===== config.mk =====
export PLATFORM = sky130hd
export DESIGN_NAME = load_store_unit
export DESIGN_NICKNAME = d
export VERILOG_FILES = /design/src/rtl/lsu_pkg.sv /design/src/rtl/lsu_lane_align.sv /design/src/rtl/load_store_unit.sv
export SDC_FILE = /design/constraint.sdc
export NUM_CORES = 1
export LEC_CHECK = 0
export ABC_AREA = 0
export CAP_MARGIN = 10
export CORE_ASPECT_RATIO = 1.25
export CORE_UTILIZATION = 35
export CTS_CLUSTER_SIZE = 12
export DETAILED_ROUTE_END_ITERATION = 10
export GPL_TIMING_DRIVEN = 1
export HOLD_SLACK_MARGIN = 0.02
export SYNTH_ARGS = -nofsm -noshare
export SYNTH_HDL_FRONTEND = slang
export SYNTH_SLANG_ARGS = --single-unit

===== constraint.sdc =====
create_clock -name clk -period 7.3 [get_ports clk]
set_input_delay 1.46 -clock clk [delete_from_list [all_inputs] [get_ports clk]]
set_output_delay 1.46 -clock clk [all_outputs]
set_load 0.01 [all_outputs]

===== src/rtl/lsu_pkg.sv =====
// Shared definitions for the load/store unit: access size codes, FSM states
// and the alignment check used when a request is accepted.
package lsu_pkg;

  localparam logic [1:0] SZ_BYTE = 2'b00;
  localparam logic [1:0] SZ_HALF = 2'b01;
  localparam logic [1:0] SZ_WORD = 2'b10;
  localparam logic [1:0] SZ_RSVD = 2'b11;

  typedef enum logic [1:0] {
    ST_IDLE  = 2'b00,
    ST_READ  = 2'b01,
    ST_WRITE = 2'b10,
    ST_RESP  = 2'b11
  } lsu_state_e;

  // Reserved size is reported through the same error path as misalignment.
  function automatic logic req_misaligned(input logic [1:0] size, input logic [1:0] addr_lo);
    case (size)
      SZ_BYTE: return 1'b0;
      SZ_HALF: return addr_lo[0];
      SZ_WORD: return (addr_lo != 2'b00);
      default: return 1'b1;
    endcase
  endfunction

endpackage


===== src/rtl/lsu_lane_align.sv =====
// Little-endian lane handling: extracts and extends load data from a memory word,
// and merges store data into the previously read word for sub-word stores.
module lsu_lane_align
  import lsu_pkg::*;
(
  input  logic [1:0]  size_i,
  input  logic        signed_i,
  input  logic [1:0]  addr_lo_i,
  input  logic [31:0] rword_i,
  input  logic [31:0] wdata_i,
  output logic [31:0] load_data_o,
  output logic [31:0] store_word_o
);

  logic [7:0]  ld_byte;
  logic [15:0] ld_half;

  always_comb begin
    ld_byte = rword_i[7:0];
    case (addr_lo_i)
      2'b01:   ld_byte = rword_i[15:8];
      2'b10:   ld_byte = rword_i[23:16];
      2'b11:   ld_byte = rword_i[31:24];
      default: ld_byte = rword_i[7:0];
    endcase
    ld_half = addr_lo_i[1] ? rword_i[31:16] : rword_i[15:0];
    case (size_i)
      SZ_BYTE: load_data_o = {{24{signed_i & ld_byte[7]}}, ld_byte};
      SZ_HALF: load_data_o = {{16{signed_i & ld_half[15]}}, ld_half};
      default: load_data_o = rword_i;
    endcase
  end

  // Each byte lane either keeps the read-back byte or takes its slice of the store data.
  for (genvar gi = 0; gi < 4; gi++) begin : g_lane
    localparam logic [1:0] LANE = 2'(gi);
    logic       lane_en;
    logic [7:0] lane_src;

    always_comb begin
      lane_en  = 1'b0;
      lane_src = wdata_i[8*gi +: 8];
      case (size_i)
        SZ_BYTE: begin
          lane_en  = (addr_lo_i == LANE);
          lane_src = wdata_i[7:0];
        end
        SZ_HALF: begin
          lane_en  = (addr_lo_i[1] == LANE[1]);
          lane_src = LANE[0] ? wdata_i[15:8] : wdata_i[7:0];
        end
        SZ_WORD: lane_en = 1'b1;
        default: lane_en = 1'b0;
      endcase
    end

    assign store_word_o[8*gi +: 8] = lane_en ? lane_src : rword_i[8*gi +: 8];
  end

endmodule


===== src/rtl/load_store_unit.sv =====
// Load/store unit: single outstanding request, Moore FSM driving the DataMemory
// word port, with read-modify-write for byte and half stores.
module load_store_unit
  import lsu_pkg::*;
#(
  parameter int ADDR_W = 7,
  parameter int DATA_W = 32
) (
  input  logic              clk,
  input  logic              rst,
  input  logic              req_valid,
  output logic              req_ready,
  input  logic              req_write,
  input  logic [1:0]        req_size,
  input  logic              req_signed,
  input  logic [ADDR_W-1:0] req_addr,
  input  logic [DATA_W-1:0] req_wdata,
  output logic              resp_valid,
  output logic [DATA_W-1:0] resp_rdata,
  output logic              resp_err,
  output logic [ADDR_W-1:0] mem_address,
  output logic              mem_MemRead,
  output logic              mem_MemWrite,
  output logic [DATA_W-1:0] mem_WriteData,
  input  logic [DATA_W-1:0] mem_ReadData
);

  lsu_state_e        state_q, state_d;
  logic              write_q, signed_q, err_q;
  logic [1:0]        size_q;
  logic [ADDR_W-1:0] addr_q;
  logic [DATA_W-1:0] wdata_q, rword_q;
  logic [DATA_W-1:0] load_data, store_word;
  logic              accept, req_err;

  assign req_err = req_misaligned(req_size, req_addr[1:0]);
  assign accept  = req_valid && (state_q == ST_IDLE);

  always_ff @(posedge clk or posedge rst) begin
    if (rst) begin
      state_q  <= ST_IDLE;
      write_q  <= 1'b0;
      signed_q <= 1'b0;
      err_q    <= 1'b0;
      size_q   <= SZ_BYTE;
      addr_q   <= '0;
      wdata_q  <= '0;
      rword_q  <= '0;
    end else begin
      state_q <= state_d;
      if (accept) begin
        write_q  <= req_write;
        signed_q <= req_signed;
        err_q    <= req_err;
        size_q   <= req_size;
        addr_q   <= req_addr;
        wdata_q  <= req_wdata;
      end
      // DataMemory has updated ReadData on the preceding negedge.
      if (state_q == ST_READ) rword_q <= mem_ReadData;
    end
  end

  lsu_lane_align u_align (
    .size_i      (size_q),
    .signed_i    (signed_q),
    .addr_lo_i   (addr_q[1:0]),
    .rword_i     (rword_q),
    .wdata_i     (wdata_q),
    .load_data_o (load_data),
    .store_word_o(store_word)
  );

  always_comb begin
    state_d       = state_q;
    req_ready     = 1'b0;
    resp_valid    = 1'b0;
    resp_rdata    = '0;
    resp_err      = 1'b0;
    mem_address   = '0;
    mem_MemRead   = 1'b0;
    mem_MemWrite  = 1'b0;
    mem_WriteData = '0;
    case (state_q)
      ST_IDLE: begin
        req_ready = 1'b1;
        if (req_valid) begin
          if (req_err)                              state_d = ST_RESP;
          else if (!req_write || req_size != SZ_WORD) state_d = ST_READ;
          else                                      state_d = ST_WRITE;
        end
      end
      ST_READ: begin
        mem_MemRead = 1'b1;
        mem_address = {addr_q[ADDR_W-1:2], 2'b00};
        state_d     = write_q ? ST_WRITE : ST_RESP;
      end
      ST_WRITE: begin
        mem_MemWrite  = 1'b1;
        mem_address   = {addr_q[ADDR_W-1:2], 2'b00};
        mem_WriteData = store_word;
        state_d       = ST_RESP;
      end
      ST_RESP: begin
        resp_valid = 1'b1;
        resp_err   = err_q;
        resp_rdata = (!write_q && !err_q) ? load_data : '0;
        state_d    = ST_IDLE;
      end
      default: state_d = ST_IDLE;
    endcase
  end

endmodule


Word level (Yosys, flattened, before mapping)
Index checks and enable logic that the tools add are counted.
{ "word_totals": {"regBits": 78, "out_inout_bits": 76} }
{ "op_classes": {"n_eq_ne": 12, "mux": 29, "n_bitwise": 3, "reduce_logical": 13} }
{ "op_table": {"columns": ["op", "count"], "rows": [
  ["two-way mux 32 bit", 3],
  ["one-hot mux 32 bit (2 select lines)", 1],
  ["two-way mux 8 bit", 6],
  ["one-hot mux 8 bit (3 select lines)", 1],
  ["two-way mux 16 bit", 1],
  ["one-hot mux 8 bit (2 select lines)", 1],
  ["one-hot mux 1 bit (3 select lines)", 5],
  ["equality test 2 bit (second input constant)", 6],
  ["equality test 2 x 1 -> 1 bit (second input constant)", 4],
  ["zero test 2 bit", 4],
  ["one-hot mux 2 bit (4 select lines)", 1],
  ["two-way mux 7 bit", 1],
  ["two-way mux 1 bit", 6],
  ["two-way mux 2 bit", 3],
  ["inequality test 2 bit (second input constant)", 2],
  ["OR reduction 2 bit", 2],
  ["zero test 1 bit", 3],
  ["bitwise AND 1 bit", 2],
  ["logical AND 1 bit", 2],
  ["nonzero test 2 bit", 1],
  ["logical OR 1 bit", 1],
  ["NOT 1 bit", 1]
]} }

Depth between registers and ports, before layout
Gate-level depths: netlist of the first run.
{ "depth": {"depth_word": 6, "depth_mapped": 7, "mapped_depth_nobuf": 5} }

Cells and area by module
A second synthesis of the first run with hierarchy kept.
{ "hier_totals": {"hier_cells": 484, "hier_area_um2": 4976.0} }
{ "by_module_without_submodules": {"columns": ["module", "instances", "cells_per_inst", "area_each_um2", "seq_area_each_um2"], "rows": [
  ["load_store_unit", 1, 266, 3535.9, 1951.9],
  ["lsu_lane_align", 1, 218, 1440.1, 0.0]
]} }

Least setup slack after synthesis of the first run
Ideal clock, no wire load.
{ "synth_path": {"kind": "reg-to-output", "start": "register state_q[0]", "end": "output resp_rdata[20]", "t_arrival_ns": 1.646, "required_ns": 5.840, "slack_ns": 4.194, "path_stages_with_launch": 8, "n_path_buf": 2, "path_cell_list": "dfrtp_1 -> ha_1 -> or3b_1 -> buf_4 -> nor3b_2 -> o21ai_2 -> buf_6 -> nand2_1"} }
{ "synth_via": {"elab_chain_cells": 2} }
{ "synth_rtl": {"columns": ["element", "line_no", "rtl"], "rows": [
  ["start: declaration", "load_store_unit.sv:28", "lsu_state_e state_q, state_d;"],
  ["start signal: assignment", "load_store_unit.sv:50", "state_q <= state_d;"],
  ["equality test 2 bit", "load_store_unit.sv:84", "case (state_q)"],
  ["two-way mux 32 bit", "load_store_unit.sv:84", null],
  ["end: declaration", "load_store_unit.sv:19", "output logic [DATA_W-1:0] resp_rdata,"]
]} }
Every way passes these cells.

Final worst setup path of the first run
{ "layout_path": {"start": "register size_q[0]", "end": "output mem_WriteData[25]"} }
{ "layout_via": {"elab_chain_cells": 4, "word_cells_on_any_way": 7, "classes_between": "2 x eq/ne; 4 x mux; 1 x reduce/logical"} }
{ "layout_rtl": {"columns": ["element", "line_no", "rtl"], "rows": [
  ["start: declaration", "load_store_unit.sv:30", "logic [1:0] size_q;"],
  ["start signal: assignment", "load_store_unit.sv:55", "size_q <= req_size;"],
  ["equality test 2 bit (tied with other cells)", "lsu_lane_align.sv:43", "case (size_i)"],
  ["one-hot mux 1 bit (3 select lines) or one-hot mux 8 bit (2 select lines) (tied branches)", "lsu_lane_align.sv:43", null],
  ["two-way mux 8 bit *", "lsu_lane_align.sv:57", "assign store_word_o[8*gi +: 8] = lane_en ? lane_src : rword_i[8*gi +: 8];"],
  ["two-way mux 32 bit *", "load_store_unit.sv:84", null],
  ["end: declaration", "load_store_unit.sv:24", "output logic [DATA_W-1:0] mem_WriteData,"]
]} }
Mark *: on every way between the ends. The rest lies on a longest branch, timed or not.

==> flow_summary.ini, run 1 <==
[placed_design]
placed_area_um2 = 6180
hpwl_um = 11100
pre_cts_ws_ps = 2790
finalWeightedCongestion = 0.909
portBuffers = 151

[sta]
setup_tns_ps = 0
hold_viol = 0
slew_headroom_pct = 22.9
fmax_mhz = 204
worstMarginPinSlew_ps = 1160
finalSetupViolations = 0
fin_crit_ps = 4890
fin_crit_sh_pct = 67.0
maxSlewViolCount = 0
worst_slack_ps = 2410
rsz0062_at_grt = no
fin_worst_skew_ps = 3.96

[cts]
root_buffer = clkbuf_16
cts_sinks = 78
cts_buffer_depth = 2
clk_latency_ps = 330
postCtsSetupRepairBufs = 0
h-tree-depth = 3
clk_pin_slew_ps = 60
cts_resized = 0
cts_tree = yes
cts_made_buffers = 9
hold_buffers = 0

[drt]
vias = 4094
via_per_inst = 5.38
drt-met1-wl_um = 6260
wire_per_inst_um = 19.7
postRouteAntennaNets = 0
drc_errors = 0
met2_length_um = 7530
firstDrtPassIters = 5
drt_iter0_drc = 280
route.met3.wl_um = 749
top_layer = met4
finalWirelength_um = 15000

[synth]
ys_warn_count = 0
synthCells = 459
synth-edff-count = 0
async_flop_share_pct = 100
post_synth.cell_area_avg_um2 = 10.1
synthFlopType = dfrtp_1
yosysSeqAreaShare_pct = 42.2
ys_ff_latch = 78
syn_area_um2 = 4630
ys_types = 47

[final_layout]
diodes = 0
fin_util_pct = 51.0
nets = 670
area_growth_pct = 40.8
final_cell_mix = 151 x clkdlybuf4s50_1, 78 x dfrtp_1, 72 x mux2_2, 61 x nand2_1, 30 x o21ai_0
n_fill_cell = 1202
drive_gt1_share_pct = 17.7
final_area_um2 = 6510
final_common_cell = clkdlybuf4s50_1
regArea_um2 = 1950
multi_input_area_um2 = 2410

[worst_setup_path]
required_ps = 5840
path_class = flop to primary output
crit_top_cell = nand2_1
endpoint_kind = primary output
crit_fanout = 33
max_stage_delay_ps = 1110
cp_slowest_cell = dfrtp_1
arrival_ps = 3430
path_cells = nand2_1, o21ai_0, nand2_1, o22ai_1, clkdlybuf4s50_1
worstSetupStartpointType = flop

[global_route]
grt_usage_pct = 21.9
overflow = 0
grt_max_degree = 79
grt_pass1_vias = 4130
grt_pass1_wl_um = 22700
antenna_found_initial = 0

[floorplanning]
start_util_pct = 36.2
fp.dieH_um = 131
placementRows = 46
boundaryPins = 154
dieArea_um2 = 13700
core-area_um2 = 12800
die_width_um = 105

[pwr]
p_leak_nw = 2.84
p_per_area_nw_per_um2 = 478
vdd_ir_drop_max_mv = 0.167

[status]
outcome = finished clean

[worst_hold_path]
holdCritPathClass = flop to flop

[flow_run]
drv_cap = 0
## flip-flops by register name, summed over array words and instances, names as in the netlist
name,cells
write_q,1
wdata_q,32
signed_q,1
size_q,2
rword_q,32
err_q,1
addr_q,7
state_q,2
## worst paths after layout
kind | startpoint | to | slack, ps | cells past startpoint
min in group asynchronous | rst | rword_q[25]$_DFFE_PP0P_ | 1780 | 3
max | size_q[0]$_DFFE_PP0P_ | mem_WriteData[25] | 2410 | 5
max reg2reg | state_q[0]$_DFFE_PP0P_ | state_q[1]$_DFFE_PP0P_ | 5020 | 5
max in group asynchronous | rst | wdata_q[18]$_DFFE_PP0P_ | 4890 | 3
min | addr_q[6]$_DFFE_PP0P_ | addr_q[6]$_DFFE_PP0P_ | 500 | 1
min reg2reg | addr_q[6]$_DFFE_PP0P_ | addr_q[6]$_DFFE_PP0P_ | 500 | 1
## cell families (layout without fill, tap and decap cells)
kind of cell	Yosys count	in the layout	share of synthesized area, %
AOI/OAI and AO/OA	106	106	16.7
muxes	90	90	21.4
adders and majority gates	4	4	1.08
and+or+nand+nor	126	126	12.8
other	1	2	0.0811
DFF	78	78	42.2
buffers and inverters	54	187	5.73
## power by group
| part | total (mW) | internal, mW | switching, mW | leakage, nW |
|---|---|---|---|---|
| logic | 1.62 | 0.856 | 0.762 | 1.75 |
| clock network | 0.500 | 0.327 | 0.173 | 0.166 |
| registers | 0.994 | 0.654 | 0.340 | 0.927 |
## worst max-delay path: cells and delay by family, from the launching register on
| kind | cells | cell delay (ps) |
|---|---|---|
| buffers and inverters | 1 | 580 |
| DFF | 1 | 1110 |
| AOI/OAI and AO/OA | 2 | 560 |
| and+or+nand+nor | 2 | 850 |
## per-stage QoR
| stage | power (mW) | hold WS [ps] | cells |
|---|---|---|---|
| floorplan | 1.94 | 457 | 460 |
| global placement | 2.57 | 484 | 745 |
| detailed placement | 2.61 | 494 | 745 |
| CTS | 3.12 | 507 | 761 |
| global route | 3.31 | 523 | 761 |
| finish | 3.11 | 502 | 761 |
## cells in the mapped netlist, drive strengths merged, types with 2 or more instances
| cell | count | area, um2 |
|---|---|---|
| a21o | 2 | 15.0 |
| a21oi | 15 | 75.1 |
| a221oi | 2 | 23.8 |
| a222oi | 7 | 70.1 |
| a22o | 8 | 70.1 |
| a22oi | 7 | 52.6 |
| and2 | 9 | 56.3 |
| buf | 24 | 153 |
| clkbuf | 14 | 52.6 |
| dfrtp | 78 | 1950 |
| ha | 4 | 50.1 |
| inv | 16 | 60.1 |
| mux2 | 72 | 811 |
| mux2i | 18 | 180 |
| nand2 | 63 | 239 |
| nand3 | 16 | 80.1 |
| nand4 | 8 | 50.1 |
| nor2 | 20 | 85.1 |
| nor3b | 2 | 20.0 |
| o211a | 16 | 160 |
| o211ai | 2 | 15.0 |
| o21ai | 33 | 184 |
| o22ai | 9 | 62.6 |
| or3b | 2 | 17.5 |
## layout make-up
class	count	share of cell area, %
repair buffers	155	23.7
flip-flops and latches	78	30.0
well taps	168	3.23
multi-input cells	328	37.1
clock buffers	13	4.15
clock inverters	3	0.999
inverters	16	0.922
## per-layer routing
layer / global-route usage [%] / vias up
li1: - / 1904
met1: 27.5 / 1991
met2: 38.0 / 171
met3: 3.17 / 28
met4: 9.53 / 0
met5: 0 / -
Power figures use the tool's default switching activity.
==> inputs of run 2 (changes only) <==
PLACE_DENSITY = 0.66   (was unset)
clock period = 3.95 ns   (was 7.3 ns; I/O delays follow)
==> run 2 against run 1 <==
- non-clock buffer count grew 3
- critical endpoint is now mem_WriteData[13]
- clock-buffer cell count did not move
- global-route usage grew 0.38 points
- highest routed layer unchanged
- sequential cell count stayed put
- clock power is 92% higher
- utilization grew 0.30 points
- design area rose by 0.60%
- first-iteration DRC count up 6.4%
- critical path type unchanged
- total power increased by 86%
==> flow_summary.ini, run 2 (same netlist as run 1, synthesis figures left out) <==
[sta]
slew_headroom_pct = 30.0
finalSetupViolations = 0
worstMarginPinSlew_ps = 1050
fin_crit_ps = 3770
maxSlewViolCount = 0
rsz0062_at_grt = no
fin_crit_sh_pct = 95.4
hold_viol = 0
setup_tns_ps = 0
fmax_mhz = 265
fin_worst_skew_ps = 5.65

[final_layout]
top_regs = rword_q: 32 flops, wdata_q: 32 flops, addr_q: 7 flops
final_cell_mix = 151 x clkdlybuf4s50_1, 77 x dfrtp_1, 72 x mux2_2, 61 x nand2_1, 30 x o21ai_0
final_common_cell = clkdlybuf4s50_1
diodes = 0
n_fill_cell = 1181
nets = 673
area_growth_pct = 41.7
fin_util_pct = 51.3
drive_gt1_share_pct = 18.1

[worst_setup_path]
endpoint_kind = primary output
required_ps = 3160
path_class = flop to primary output
worstSetupStartpointType = flop
crit_fanout = 36
arrival_ps = 2980

[cts]
cts_resized = 0
h-tree-depth = 3
clk_pin_slew_ps = 60
hold_buffers = 0
postCtsSetupRepairBufs = 0
cts_buffer_depth = 2
cts_made_buffers = 9
cts_sinks = 78
cts_tree = yes
root_buffer = clkbuf_16
clk_latency_ps = 340

[status]
outcome = finished clean

[placed_design]
hpwl_um = 11400
finalWeightedCongestion = 0.875
portBuffers = 151

[floorplanning]
placementRows = 46
dieArea_um2 = 13700
core-area_um2 = 12800
boundaryPins = 154
fp.dieH_um = 131
start_util_pct = 36.2
die_width_um = 105

[global_route]
grt_pass1_wl_um = 22900
grt_usage_pct = 22.3
grt_max_degree = 47
antenna_found_initial = 0
overflow = 0
grt_pass1_vias = 4021

[worst_hold_path]
holdCritPathClass = flop to flop

[drt]
finalWirelength_um = 14900
firstDrtPassIters = 7
via_per_inst = 5.30
vias = 4046
drc_errors = 0
wire_per_inst_um = 19.5
drt_iter0_drc = 298
postRouteAntennaNets = 0

[pwr]
vdd_ir_drop_max_mv = 0.326
p_per_area_nw_per_um2 = 885
p_leak_nw = 2.85

[flow_run]
drv_cap = 0
## run 2: cell count changes in the layout (fill, tap and decap cells not counted), sizes merged
cell / delta
buf: +3
clkinv: -1
bufinv: +1
## run 2: routing by layer
metal | up-vias | wire length [um] | global-route usage, %
met5 | - | 0 | 0
met4 | 0 | 364 | 10.5
met3 | 23 | 595 | 2.58
met2 | 115 | 7580 | 38.6
met1 | 1996 | 6360 | 28.1
li1 | 1912 | - | -
## run 2: worst max-delay path, cell delays in order, from the launching register on
cell and delay, ps:
dfrtp_2 850, inv_1 320, a21boi_2 640, nand3_1 160, o211a_1 180, clkdlybuf4s50_1 470
## run 2: layout make-up
class | instances | area (um2) | share of cell area (%)
multi-input combinational | 328 | 2410 | 36.9
clock inverter | 3 | 90.1 | 1.37
tap | 168 | 210 | 3.21
inverter | 16 | 60.1 | 0.917
clock buffer | 13 | 260 | 3.97
sequential | 78 | 1950 | 29.8
timing repair buffer | 158 | 1560 | 23.9
## run 2: power by group
part	leakage (nW)	switching [mW]	total, mW	internal [mW]
Sequential	0.926	0.594	1.81	1.21
Clock	0.170	0.309	0.962	0.652
Combinational	1.76	1.44	3.03	1.59
Total	2.85	2.34	5.80	3.46
## run 2: final timing paths
| path | start | cells after the start | slack [ps] | endpoint |
|---|---|---|---|---|
| worst max register to register | state_q[1]$_DFFE_PP0P_ | 5 | 1660 | state_q[1]$_DFFE_PP0P_ |
| min in group asynchronous | rst | 2 | 810 | wdata_q[29]$_DFFE_PP0P_ |
| worst min-delay path | addr_q[5]$_DFFE_PP0P_ | 1 | 490 | addr_q[5]$_DFFE_PP0P_ |
| worst max-delay path | size_q[1]$_DFFE_PP0P_ | 5 | 180 | mem_WriteData[13] |
| worst min register to register | addr_q[5]$_DFFE_PP0P_ | 1 | 490 | addr_q[5]$_DFFE_PP0P_ |
| max in group asynchronous | rst | 3 | 2350 | addr_q[4]$_DFFE_PP0P_ |
## run 2: stage by stage
stage / cells / instance area [um2] / hold WS, ps / setup WS [ps] / total power [mW]
global placement: 748 / 6200 / 481 / 679 / 4.76
detailed placement: 748 / 6200 / 484 / 602 / 4.82
finish: 764 / 6550 / 493 / 181 / 5.80
floorplan: 460 / 4630 / 457 / 1160 / 3.59
CTS: 764 / 6550 / 497 / 242 / 5.81
global route: 764 / 6550 / 519 / 12.9 / 6.17
